--- config.mk ---
export PLATFORM = sky130hd
export DESIGN_NAME = mm_host_seq
export DESIGN_NICKNAME = d
export VERILOG_FILES = /design/src/rtl/mm_host_seq_pkg.sv /design/src/rtl/mm_host_seq_out_skid.sv /design/src/rtl/mm_host_seq.sv
export SDC_FILE = /design/constraint.sdc
export NUM_CORES = 1
export LEC_CHECK = 0
export CAP_MARGIN = 20
export CORE_MARGIN = 3
export CORE_UTILIZATION = 31
export DETAILED_ROUTE_END_ITERATION = 7
export GPL_TIMING_DRIVEN = 0
export PLACE_DENSITY = 0.6
export SYNTH_ARGS = -nofsm -noshare
export SYNTH_HDL_FRONTEND = slang
export SYNTH_HIERARCHICAL = 1
export SYNTH_SLANG_ARGS = --single-unit
--- constraint.sdc ---
create_clock -name clk_i -period 4.45 [get_ports clk_i]
set_input_delay 0.445 -clock clk_i [delete_from_list [all_inputs] [get_ports clk_i]]
set_output_delay 0.445 -clock clk_i [all_outputs]
set_load 0.02 [all_outputs]
--- src/rtl/mm_host_seq_pkg.sv ---
// mm_host_seq_pkg: shared types and constants for the matrix-multiplier host sequencer.
package mm_host_seq_pkg;
    typedef enum logic [2:0] {IDLE, LOAD_W, LOAD_I, START, WAIT, READ, FIN} seq_state_e;
    typedef struct packed {
        logic [15:0] w_rows;
        logic [15:0] i_rows;
        logic [15:0] w_offset;
        logic [15:0] i_offset;
        logic [15:0] o_offset_w;
        logic [0:0]  extra_config;
    } data_config_struct;
    localparam int MM_DONE_GUARD = 2;
endpackage

--- src/rtl/mm_host_seq_out_skid.sv ---
// mm_out_skid: two-entry FIFO holding output-buffer read data while the result sink stalls.
module mm_out_skid #(
    parameter int W = 128
) (
    input  logic         clk_i,
    input  logic         rstn_i,
    input  logic         push_i,
    input  logic [W-1:0] data_i,
    output logic         valid_o,
    input  logic         ready_i,
    output logic [W-1:0] data_o,
    output logic [1:0]   count_o
);
    logic [W-1:0] r_mem [2];
    logic         r_rd;
    logic         r_wr;
    logic [1:0]   r_count;
    logic         w_pop;
    logic         w_push;
    assign valid_o = r_count != 2'd0;
    assign w_pop   = valid_o && ready_i;
    // when full, a same-cycle pop frees the slot the write pointer already points at
    assign w_push  = push_i && (r_count != 2'd2 || w_pop);
    assign data_o  = r_mem[r_rd];
    assign count_o = r_count;
    always_ff @(posedge clk_i or negedge rstn_i) begin
        if (!rstn_i) begin
            r_mem[0] <= '0;
            r_mem[1] <= '0;
            r_rd     <= 1'b0;
            r_wr     <= 1'b0;
            r_count  <= 2'd0;
        end else begin
            if (w_push) begin
                r_mem[r_wr] <= data_i;
                r_wr        <= !r_wr;
            end
            if (w_pop) r_rd <= !r_rd;
            r_count <= r_count + {1'b0, w_push} - {1'b0, w_pop};
        end
    end
endmodule

--- src/rtl/mm_host_seq.sv ---
// mm_host_seq: loads weight/input buffers from a stream, runs the multiplier, streams results out.
module mm_host_seq
    import mm_host_seq_pkg::*;
#(
    parameter int WIDTH  = 8,
    parameter int ROW    = 4,
    parameter int COL    = 4,
    parameter int OUT_W  = 32,
    parameter int W_SIZE = 256,
    parameter int I_SIZE = 256,
    parameter int O_SIZE = 256
) (
    input  logic                      clk_i,
    input  logic                      rstn_i,
    input  data_config_struct         config_i,
    input  logic                      go_i,
    output logic                      busy_o,
    output logic                      done_o,
    input  logic                      s_valid_i,
    output logic                      s_ready_o,
    input  logic [COL*WIDTH-1:0]      s_data_i,
    output logic                      wb_mem_cenb_o,
    output logic                      wb_mem_wenb_o,
    output logic [$clog2(W_SIZE)-1:0] wb_mem_addr_o,
    output logic [COL*WIDTH-1:0]      wb_mem_data_o,
    output logic                      ib_mem_cenb_o,
    output logic                      ib_mem_wenb_o,
    output logic [$clog2(I_SIZE)-1:0] ib_mem_addr_o,
    output logic [ROW*WIDTH-1:0]      ib_mem_data_o,
    output logic                      ob_mem_cenb_o,
    output logic                      ob_mem_wenb_o,
    output logic [$clog2(O_SIZE)-1:0] ob_mem_addr_o,
    input  logic [COL*OUT_W-1:0]      ob_mem_data_i,
    output logic                      mm_start_o,
    input  logic                      mm_done_i,
    output logic                      m_valid_o,
    input  logic                      m_ready_i,
    output logic [COL*OUT_W-1:0]      m_data_o
);
    localparam int WA = $clog2(W_SIZE);
    localparam int IA = $clog2(I_SIZE);
    localparam int OA = $clog2(O_SIZE);
    if (ROW != COL) begin : g_row_col
        $error("mm_host_seq requires ROW == COL");
    end
    seq_state_e  r_state;
    logic [15:0] r_cnt;
    logic [15:0] r_issued;
    logic [15:0] r_acc;
    logic [1:0]  r_guard;
    logic        r_inflight;
    logic        r_busy;
    logic        r_start;
    logic        r_done;
    logic        w_load_w;
    logic        w_load_i;
    logic        w_hs;
    logic        w_beat_last;
    logic        w_issue;
    logic        w_pop;
    logic        w_read_last;
    logic [15:0] w_rows_cur;
    logic [15:0] w_n;
    logic [1:0]  w_skid_cnt;
    seq_state_e  w_after_w;
    assign w_load_w    = r_state == LOAD_W;
    assign w_load_i    = r_state == LOAD_I;
    assign s_ready_o   = w_load_w || w_load_i;
    assign w_hs        = s_valid_i && s_ready_o;
    assign w_rows_cur  = w_load_w ? config_i.w_rows : config_i.i_rows;
    assign w_beat_last = r_cnt == w_rows_cur - 16'd1;
    assign w_after_w   = config_i.i_rows != 16'd0 ? LOAD_I : START;
    assign w_n         = config_i.extra_config[0] ? 16'(ROW) : config_i.i_rows;
    assign w_pop       = m_valid_o && m_ready_i;
    // a word popped this cycle frees a slot, so issue can keep pace with an unstalled sink
    assign w_issue     = r_state == READ && r_issued < w_n &&
                         ({1'b0, w_skid_cnt} + {2'b0, r_inflight}) < (3'd2 + {2'b0, w_pop});
    assign w_read_last = w_n == 16'd0 || (w_pop && r_acc == w_n - 16'd1);
    assign wb_mem_cenb_o = !(w_hs && w_load_w);
    assign wb_mem_wenb_o = wb_mem_cenb_o;
    assign wb_mem_addr_o = wb_mem_cenb_o ? '0 : WA'(config_i.w_offset + r_cnt);
    assign wb_mem_data_o = wb_mem_cenb_o ? '0 : s_data_i;
    assign ib_mem_cenb_o = !(w_hs && w_load_i);
    assign ib_mem_wenb_o = ib_mem_cenb_o;
    assign ib_mem_addr_o = ib_mem_cenb_o ? '0 : IA'(config_i.i_offset + r_cnt);
    assign ib_mem_data_o = ib_mem_cenb_o ? '0 : s_data_i;
    assign ob_mem_cenb_o = !w_issue;
    assign ob_mem_wenb_o = 1'b1;
    assign ob_mem_addr_o = w_issue ? OA'(config_i.o_offset_w + r_issued) : '0;
    assign busy_o     = r_busy;
    assign done_o     = r_done;
    assign mm_start_o = r_start;
    mm_out_skid #(.W(COL*OUT_W)) u_skid (
        .clk_i   (clk_i),
        .rstn_i  (rstn_i),
        .push_i  (r_inflight),
        .data_i  (ob_mem_data_i),
        .valid_o (m_valid_o),
        .ready_i (m_ready_i),
        .data_o  (m_data_o),
        .count_o (w_skid_cnt)
    );
    always_ff @(posedge clk_i or negedge rstn_i) begin
        if (!rstn_i) begin
            r_state    <= IDLE;
            r_cnt      <= '0;
            r_issued   <= '0;
            r_acc      <= '0;
            r_guard    <= '0;
            r_inflight <= 1'b0;
            r_busy     <= 1'b0;
            r_start    <= 1'b0;
            r_done     <= 1'b0;
        end else begin
            r_start    <= 1'b0;
            r_done     <= 1'b0;
            r_inflight <= w_issue;
            case (r_state)
                IDLE: if (go_i) begin
                    r_busy  <= 1'b1;
                    r_cnt   <= '0;
                    r_state <= config_i.w_rows != 16'd0 ? LOAD_W : w_after_w;
                    r_start <= config_i.w_rows == 16'd0 && config_i.i_rows == 16'd0;
                end
                LOAD_W, LOAD_I: if (w_hs) begin
                    r_cnt <= w_beat_last ? '0 : r_cnt + 16'd1;
                    if (w_beat_last) begin
                        r_state <= w_load_w ? w_after_w : START;
                        r_start <= w_load_i || config_i.i_rows == 16'd0;
                    end
                end
                START: begin
                    r_state <= WAIT;
                    r_guard <= '0;
                end
                // the controller's done from the previous run is still high for a couple of cycles
                WAIT: if (r_guard != 2'(MM_DONE_GUARD)) r_guard <= r_guard + 2'd1;
                    else if (mm_done_i) begin
                        r_state  <= READ;
                        r_issued <= '0;
                        r_acc    <= '0;
                    end
                READ: begin
                    if (w_issue) r_issued <= r_issued + 16'd1;
                    if (w_pop) r_acc <= r_acc + 16'd1;
                    if (w_read_last) begin
                        r_state <= FIN;
                        r_done  <= 1'b1;
                    end
                end
                FIN: begin
                    r_state <= IDLE;
                    r_busy  <= 1'b0;
                end
                default: r_state <= IDLE;
            endcase
        end
    end
endmodule

==> results of run 1 <==
[metrics by stage]
step	area, um^2	util (%)	instances	hold slack [ps]	TNS (ps)
detailed placement	24100	40.6	2750	472	-13590
global route	25400	42.8	2821	496	0
floorplan	18700	-	1533	149	0
global placement	24100	40.5	2747	461	-3461370
finish	25400	42.9	2823	481	0
CTS	25400	42.9	2822	468	0
[kinds of logic after synthesis]
logic type	share of synthesized area, %
adders and majority gates	3.47
xor gates and xnor gates	4.20
other	0.0201
muxes	29.0
buffers and inverters	3.84
AOI/OAI and AO/OA	5.85
DFF	42.5
and+or+nand+nor	11.1
[registers in the layout, summed over array words and instances (netlist names)]
| register | flops |
|---|---|
| u_skid/r_rd | 1 |
| mm_start_o | 1 |
| u_skid/r_mem | 256 |
| r_issued | 16 |
| r_inflight | 1 |
| busy_o | 1 |
| r_acc | 16 |
| done_o | 1 |
| r_guard | 2 |
| r_state | 3 |
| r_cnt | 16 |
| u_skid/r_wr | 1 |
| u_skid/count_o | 2 |
[worst max-delay path: stages]
cell and delay (ps):
clkdlybuf4s50_1 440, clkbuf_4 210, clkbuf_4 200, clkbuf_4 210, nand2b_2 250, ha_1 220, clkbuf_1 230, inv_1 170
o21ai_0 130, a2111oi_0 540, a221o_1 240, nand4_1 100, or4_1 590, a41o_1 330, o21ai_0 210, o41ai_2 100
[how the worst min path moves through the flow]
stage | from | cells past startpoint | endpoint
finish | u_skid/r_mem[255]$_DFFE_PN0P_ | 1 | u_skid/r_mem[255]$_DFFE_PN0P_
global route | ob_mem_data_i[88] | 2 | u_skid/r_mem[216]$_DFFE_PN0P_
CTS | ob_mem_data_i[117] | 2 | u_skid/r_mem[245]$_DFFE_PN0P_
detailed placement | u_skid/r_mem[255]$_DFFE_PN0P_ | 1 | u_skid/r_mem[255]$_DFFE_PN0P_
global placement | u_skid/r_mem[255]$_DFFE_PN0P_ | 1 | u_skid/r_mem[255]$_DFFE_PN0P_
floorplan | rstn_i | 0 | busy_o$_DFFE_PN0P_
[power breakdown]
part	switching [mW]	internal, mW
Combinational	3.13	3.39
Clock	1.31	1.87
Sequential	0.476	3.61
[cell usage in the layout, fill, tap and decap left out, types with 9 or more instances in the layout]
cell type / count
or3_1: 11
nor3b_1: 12
o31ai_1: 10
nand3_1: 25
mux2i_1: 18
nand4_1: 19
o21ai_0: 42
o21bai_1: 10
and2_1: 38
xor2_1: 27
dfrtp_1: 317
and3_1: 44
ha_1: 47
nor2_1: 95
xnor2_1: 60
nor4_1: 11
nand2b_1: 19
buf_6: 30
inv_1: 26
or4_1: 12
clkdlybuf4s50_1: 431
a21oi_1: 39
clkbuf_1: 57
clkbuf_8: 10
nand2_1: 50
mux2_4: 240
a21o_1: 9
clkbuf_16: 41
a31oi_1: 9
mux2_1: 65
nor3_1: 19
mux2_2: 80
buf_2: 10
[layer usage]
metal	track usage (%)	vias up	wire, um
met4	3.58	8	905
met5	0	-	53
met3	4.53	71	3750
met1	23.7	6940	25700
met2	28.9	418	26700
li1	-	6489	-
[final cells by class]
| class | instances | area, um^2 | share of cell area (%) |
|---|---|---|---|
| antenna | 2 | 5.00 | 0.0197 |
| buffer | 95 | 623 | 2.45 |
| clock buffer | 60 | 1200 | 4.71 |
| clock inverter | 11 | 93.8 | 0.369 |
| inverter | 28 | 108 | 0.423 |
| multi-input combinational | 1092 | 10000 | 39.5 |
| sequential | 317 | 7930 | 31.2 |
| tap | 773 | 967 | 3.80 |
| timing repair buffer | 445 | 4460 | 17.5 |
[timing repair]
item | 4_1_cts | 5_1_grt
gates cloned | 0 | 0
buffers inserted | 0 | 0
hold buffers | 1 | 0
endpoints found under the setup margin | 11 | 20
hold endpoints to repair | 92 | 0
resized for setup | 20 | 17
==> impl_results.md, run 1 <==
- Status: complete, no violations
- Die Wd: approximately 250 um
- Slew margin rel.: a little under two fifths
- RSZ-0062 raised after global routing: false
- Critical path required time: 4870 ps
- Async S/R FF share, synth: 100%
- Buffers added on ports: 441
- Initial antenna violation count: 5
- Clk_lat worst skew: approximately 570 ps
- Max Cap Viol: 0
- Final Setup Violations: 0
- Power Total: roughly 14 mW
- Top FF cell, synth: dfrtp_1
- Arr. time, crit path: around 4600 ps
- Sequential area share after synthesis: 42.5%
- Share of layout cells above drive strength 1: 22.3%
- Hold Vio Cnt, Final: 0
- Largest net degree at the start of global routing: between 100 and 150
- Crit path kind: in -> reg
- Static leakage: ~11 nW
- Die Area: between 60000 and 70000 um^2
- H-tree levels: 2
- DR vias: around 14000
- Routability cong.: just over 0.9
- Post-Place Setup Slack: -1070 ps
- EDFF count, synth: 0
- Cell Area, Synth: between 15000 and 20000 um^2
- YS warnings: 6
- First-pass GRT wire length: 88.8 mm
- DP HPWL: between 40 and 50 mm
- Clock-pin slew on the worst setup and hold paths: about 50 ps
- Worst clock skew: 24.7 ps
- CTS Buf Count: 40
- Core Area: 59400 um^2
- #FFs+latches synth: approximately 320
- Critical path origin: config_i[0]
- Vias in the first global route: between 10000 and 15000
- Antenna Nets Post-Route: 0
- Fin worst setup slack: roughly 240 ps
- PwrDens: 542 nW/um^2
- Final Slew Violations: 0
- Clock Path Buffers: 3
- Worst r2r dst: r_state[0]$_DFFE_PN0P_
- Detailed router's first-iteration violation count: around 750
- I/O pin cnt: around 470
- Initial Util: between 30% and 40%
- Critical Path End Type: register
- Post-synth top cells: 317 x dfrtp_1, 240 x mux2_4, 95 x nor2_1
- Post-Syn Instances: between 1500 and 2000
- WL per Instance: 20.2 um
- Vias/cell: 4.93
- Total grt overflow: 0
- Cell taking the most area after synthesis: dfrtp_1
- CTS tree: done
- Avg Inst Size Synth: ~12 um^2
- Worst r2r src: r_state[2]$_DFFE_PN0P_
- Routed WL: about 57 mm
- Fill cell count: ~5500
- GRT Overall Usage: between 15 and 20%
- # clock sinks: 317
- Clock root cell: clkbuf_16
- Critical Path Source Type: input pin
- Critical path fanouts, max: 10
- Synthesized net count: 1830
- Tcrit/Tclk final: around 95%
- Die Span Y: 251 um
- Worst setup path endpoint: r_state[0]$_DFFE_PN0P_
- R2R Setup Slk: ~270 ps
- Max frequency: 0.238 GHz
- DRC violations left: 0
- Top post-synthesis cells by area: dfrtp_1 42%, mux2_4 19%, mux2_2 4.8%
- Site Rows: between 80 and 90
- Top cell type's share of synthesized area: roughly 42%
- Hold Path Class: reg -> reg
- Worst slew pin tran: 950 ps
- Most common cell in the netlist: dfrtp_1
- Initial DRT Pass Iterations: 5
- Synth-to-Final Area Change: 36.2%
- Post-layout min period: between 4000 and 5000 ps
- Net count, final: ~2300
- Cells on worst reg2reg path: 17
- Peak supply drop: around 0.00023 V
- Post-synth cell types: 76
(Power assumes the default switching activity.)
==> run 2, diff against run 1 <==
Settings changed: ABC_CLOCK_PERIOD_IN_PS set to 4800, CORE_UTILIZATION 31 to 45, PLACE_DENSITY 0.6 to 0.79.
Clock period 4.45 ns to 4.8 ns, I/O delays scaled along.
==> run 2 against run 1 <==
Compared with the run above:
- the flow now finishes with violations (negative hold slack)
- cell area is 1.2% lower
- core utilization is 19 points higher
- power is 6.5% lower
- combinational power is 6.9% lower
- critical path depth is 3 lower
- count of clock-buffer cells in the layout is 15 lower
- worst hold slack worse by 500 ps
- final cell count is 9.1% lower
==> impl_results.md, run 2 (synthesized netlist as in run 1, its figures left out) <==
- Status: finished, violations left
- Failing checks: negative hold slack
- First-pass GRT wire length: between 80 and 90 mm
- RSZ-0062 raised after global routing: false
- Peak supply drop: between 0.0002 and 0.0003 V
- Net count, final: 2309
- Site Rows: 73
- Leading cell type in the layout, fill and taps excluded: clkdlybuf4s50_1
- Total grt overflow: 0
- Critical path fanouts, max: 28
- Fin worst setup slack: around 260 ps
- Vias in the first global route: ~15000
- Top sig layer: met4
- Routed WL: 55.5 mm
- Final Slew Violations: 0
- Slew margin rel.: a little under two fifths
- Worst r2r src: r_state[2]$_DFFE_PN0P_
- Worst r2r dst: r_state[0]$_DFFE_PN0P_
- Top reg by flops: u_skid/r_mem
- Crit path kind: in -> out
- Fill cell count: ~3100
- Vias/cell: between 5 and 6
- Post-CTS Hold Buffers: 0
- Clock-pin slew on the worst setup and hold paths: 60 ps
- Setup_tns: 0 ps
- I/O pin cnt: roughly 470
- Post-Place Setup Slack: -725 ps
- Clock Path Buffers: 3
- Metal-1 WL: between 20 and 25 mm
- # clock sinks: about 320
- Final Setup Violations: 0
- Antenna Nets Post-Route: 0
- Die Span Y: around 210 um
- Detailed router's first-iteration violation count: 909
- DRC violations left: 0
- Clock root cell: clkbuf_16
- R2R Setup Slk: 450 ps
- Initial antenna violation count: 3
- Tcrit/Tclk final: a little over nine tenths
- Met2 Wirelength: around 27 mm
- Core Area: around 40000 um^2
- Die Wd: 210 um
- Routability cong.: roughly 0.94
- Critical path required time: roughly 4300 ps
- Largest register FFs: between 200 and 300
- Max frequency: around 0.22 GHz
- Post-layout min period: roughly 4500 ps
- Synth-to-Final Area Change: 34.5%
- GRT Overall Usage: approximately 25%
- Power Total: between 10 and 15 mW
- H-tree levels: 2
- PwrDens: 514 nW/um^2
- Critical Path End Type: output pin
- Post-CTS setup buffers: 0
- DP HPWL: ~42 mm
- Clk_lat worst skew: 550 ps
- CTS tree: done
- CTS Buf Count: 37
- Met3 wire len: 3.65 mm
- Largest net degree at the start of global routing: 112
- Worst slew pin tran: a little over 900 ps
- Static leakage: about 11 nW
- Minimum hold slack: -16.9 ps
- Arr. time, crit path: between 4000 and 5000 ps
- Initial DRT Pass Iterations: 6
- WL per Instance: about 22 um
- Buffers added on ports: around 440
- Initial Util: a little under half
- DR vias: 14000
- Cells on worst reg2reg path: 17
- Worst clock skew: around 21 ps
- Share of layout cells above drive strength 1: about 22%
- Hold Vio Cnt, Final: 3
- Die Area: around 44000 um^2
- Hold Path Class: in -> async
- Critical Path Source Type: input pin
- Max Cap Viol: 0
- Leading cell types in the layout, fill and taps excluded: 439 x clkdlybuf4s50_1, 317 x dfrtp_1, 240 x mux2_4, 95 x nor2_1, 80 x mux2_2
[run 2: layer usage]
| metal | vias to the layer above | track usage (%) |
|---|---|---|
| li1 | 6454 | - |
| met1 | 7032 | 32.6 |
| met2 | 476 | 40.4 |
| met3 | 79 | 5.67 |
| met4 | 0 | 6.40 |
| met5 | - | 0 |
[run 2: area by class of cell]
| cell class | count | area [um^2] | share of cell area (%) |
|---|---|---|---|
| sequential | 317 | 7930 | 31.6 |
| buffer | 93 | 606 | 2.41 |
| multi-input combinational | 1092 | 10000 | 39.9 |
| tap | 525 | 657 | 2.62 |
| inverter | 28 | 105 | 0.418 |
| clock buffer | 45 | 1030 | 4.09 |
| timing repair buffer | 443 | 4480 | 17.8 |
| antenna | 3 | 7.51 | 0.0299 |
| clock inverter | 20 | 283 | 1.13 |
[run 2: worst max path at each step]
| stage | from | end |
|---|---|---|
| 2_1_floorplan | config_i[0] | ob_mem_addr_o[2] |
| 3_3_place_gp | rstn_i | r_cnt[3]$_DFFE_PN0P_ |
| 3_5_place_dp | config_i[0] | ob_mem_addr_o[7] |
| 4_1_cts | config_i[0] | ob_mem_addr_o[7] |
| 5_1_grt | r_state[2]$_DFFE_PN0P_ | r_state[0]$_DFFE_PN0P_ |
| 6_report | config_i[0] | ob_mem_addr_o[7] |
[run 2: critical path, cell delays in order]
cell	delay, ps
clkdlybuf4s50_1	510
clkbuf_4	320
nand2b_1	260
ha_1	270
a21o_1	170
a21o_1	180
a21o_1	180
a21o_1	180
a21oi_1	280
o21bai_2	200
clkbuf_2	250
nor2_1	160
clkdlybuf4s50_1	620
[run 2: timing repair]
item                       4_1_cts  5_1_grt
gates resized for setup          5        1
setup endpoints to repair        9        9
pin swaps                        0        0
[run 2: stage by stage]
| step | area, um^2 | instances | utilization (%) |
|---|---|---|---|
| 2_1_floorplan | 18700 | 1533 | - |
| 3_3_place_gp | 23700 | 2499 | 58.8 |
| 3_5_place_dp | 23800 | 2501 | 59.0 |
| 4_1_cts | 25100 | 2565 | 62.2 |
| 5_1_grt | 25100 | 2566 | 62.2 |
| 6_report | 25100 | 2566 | 62.2 |
[run 2: where the power goes]
part	leakage [nW]	switching, mW	internal, mW
combinational	6.32	2.94	3.14
sequential	4.00	0.458	3.34
clock	0.652	1.16	1.86
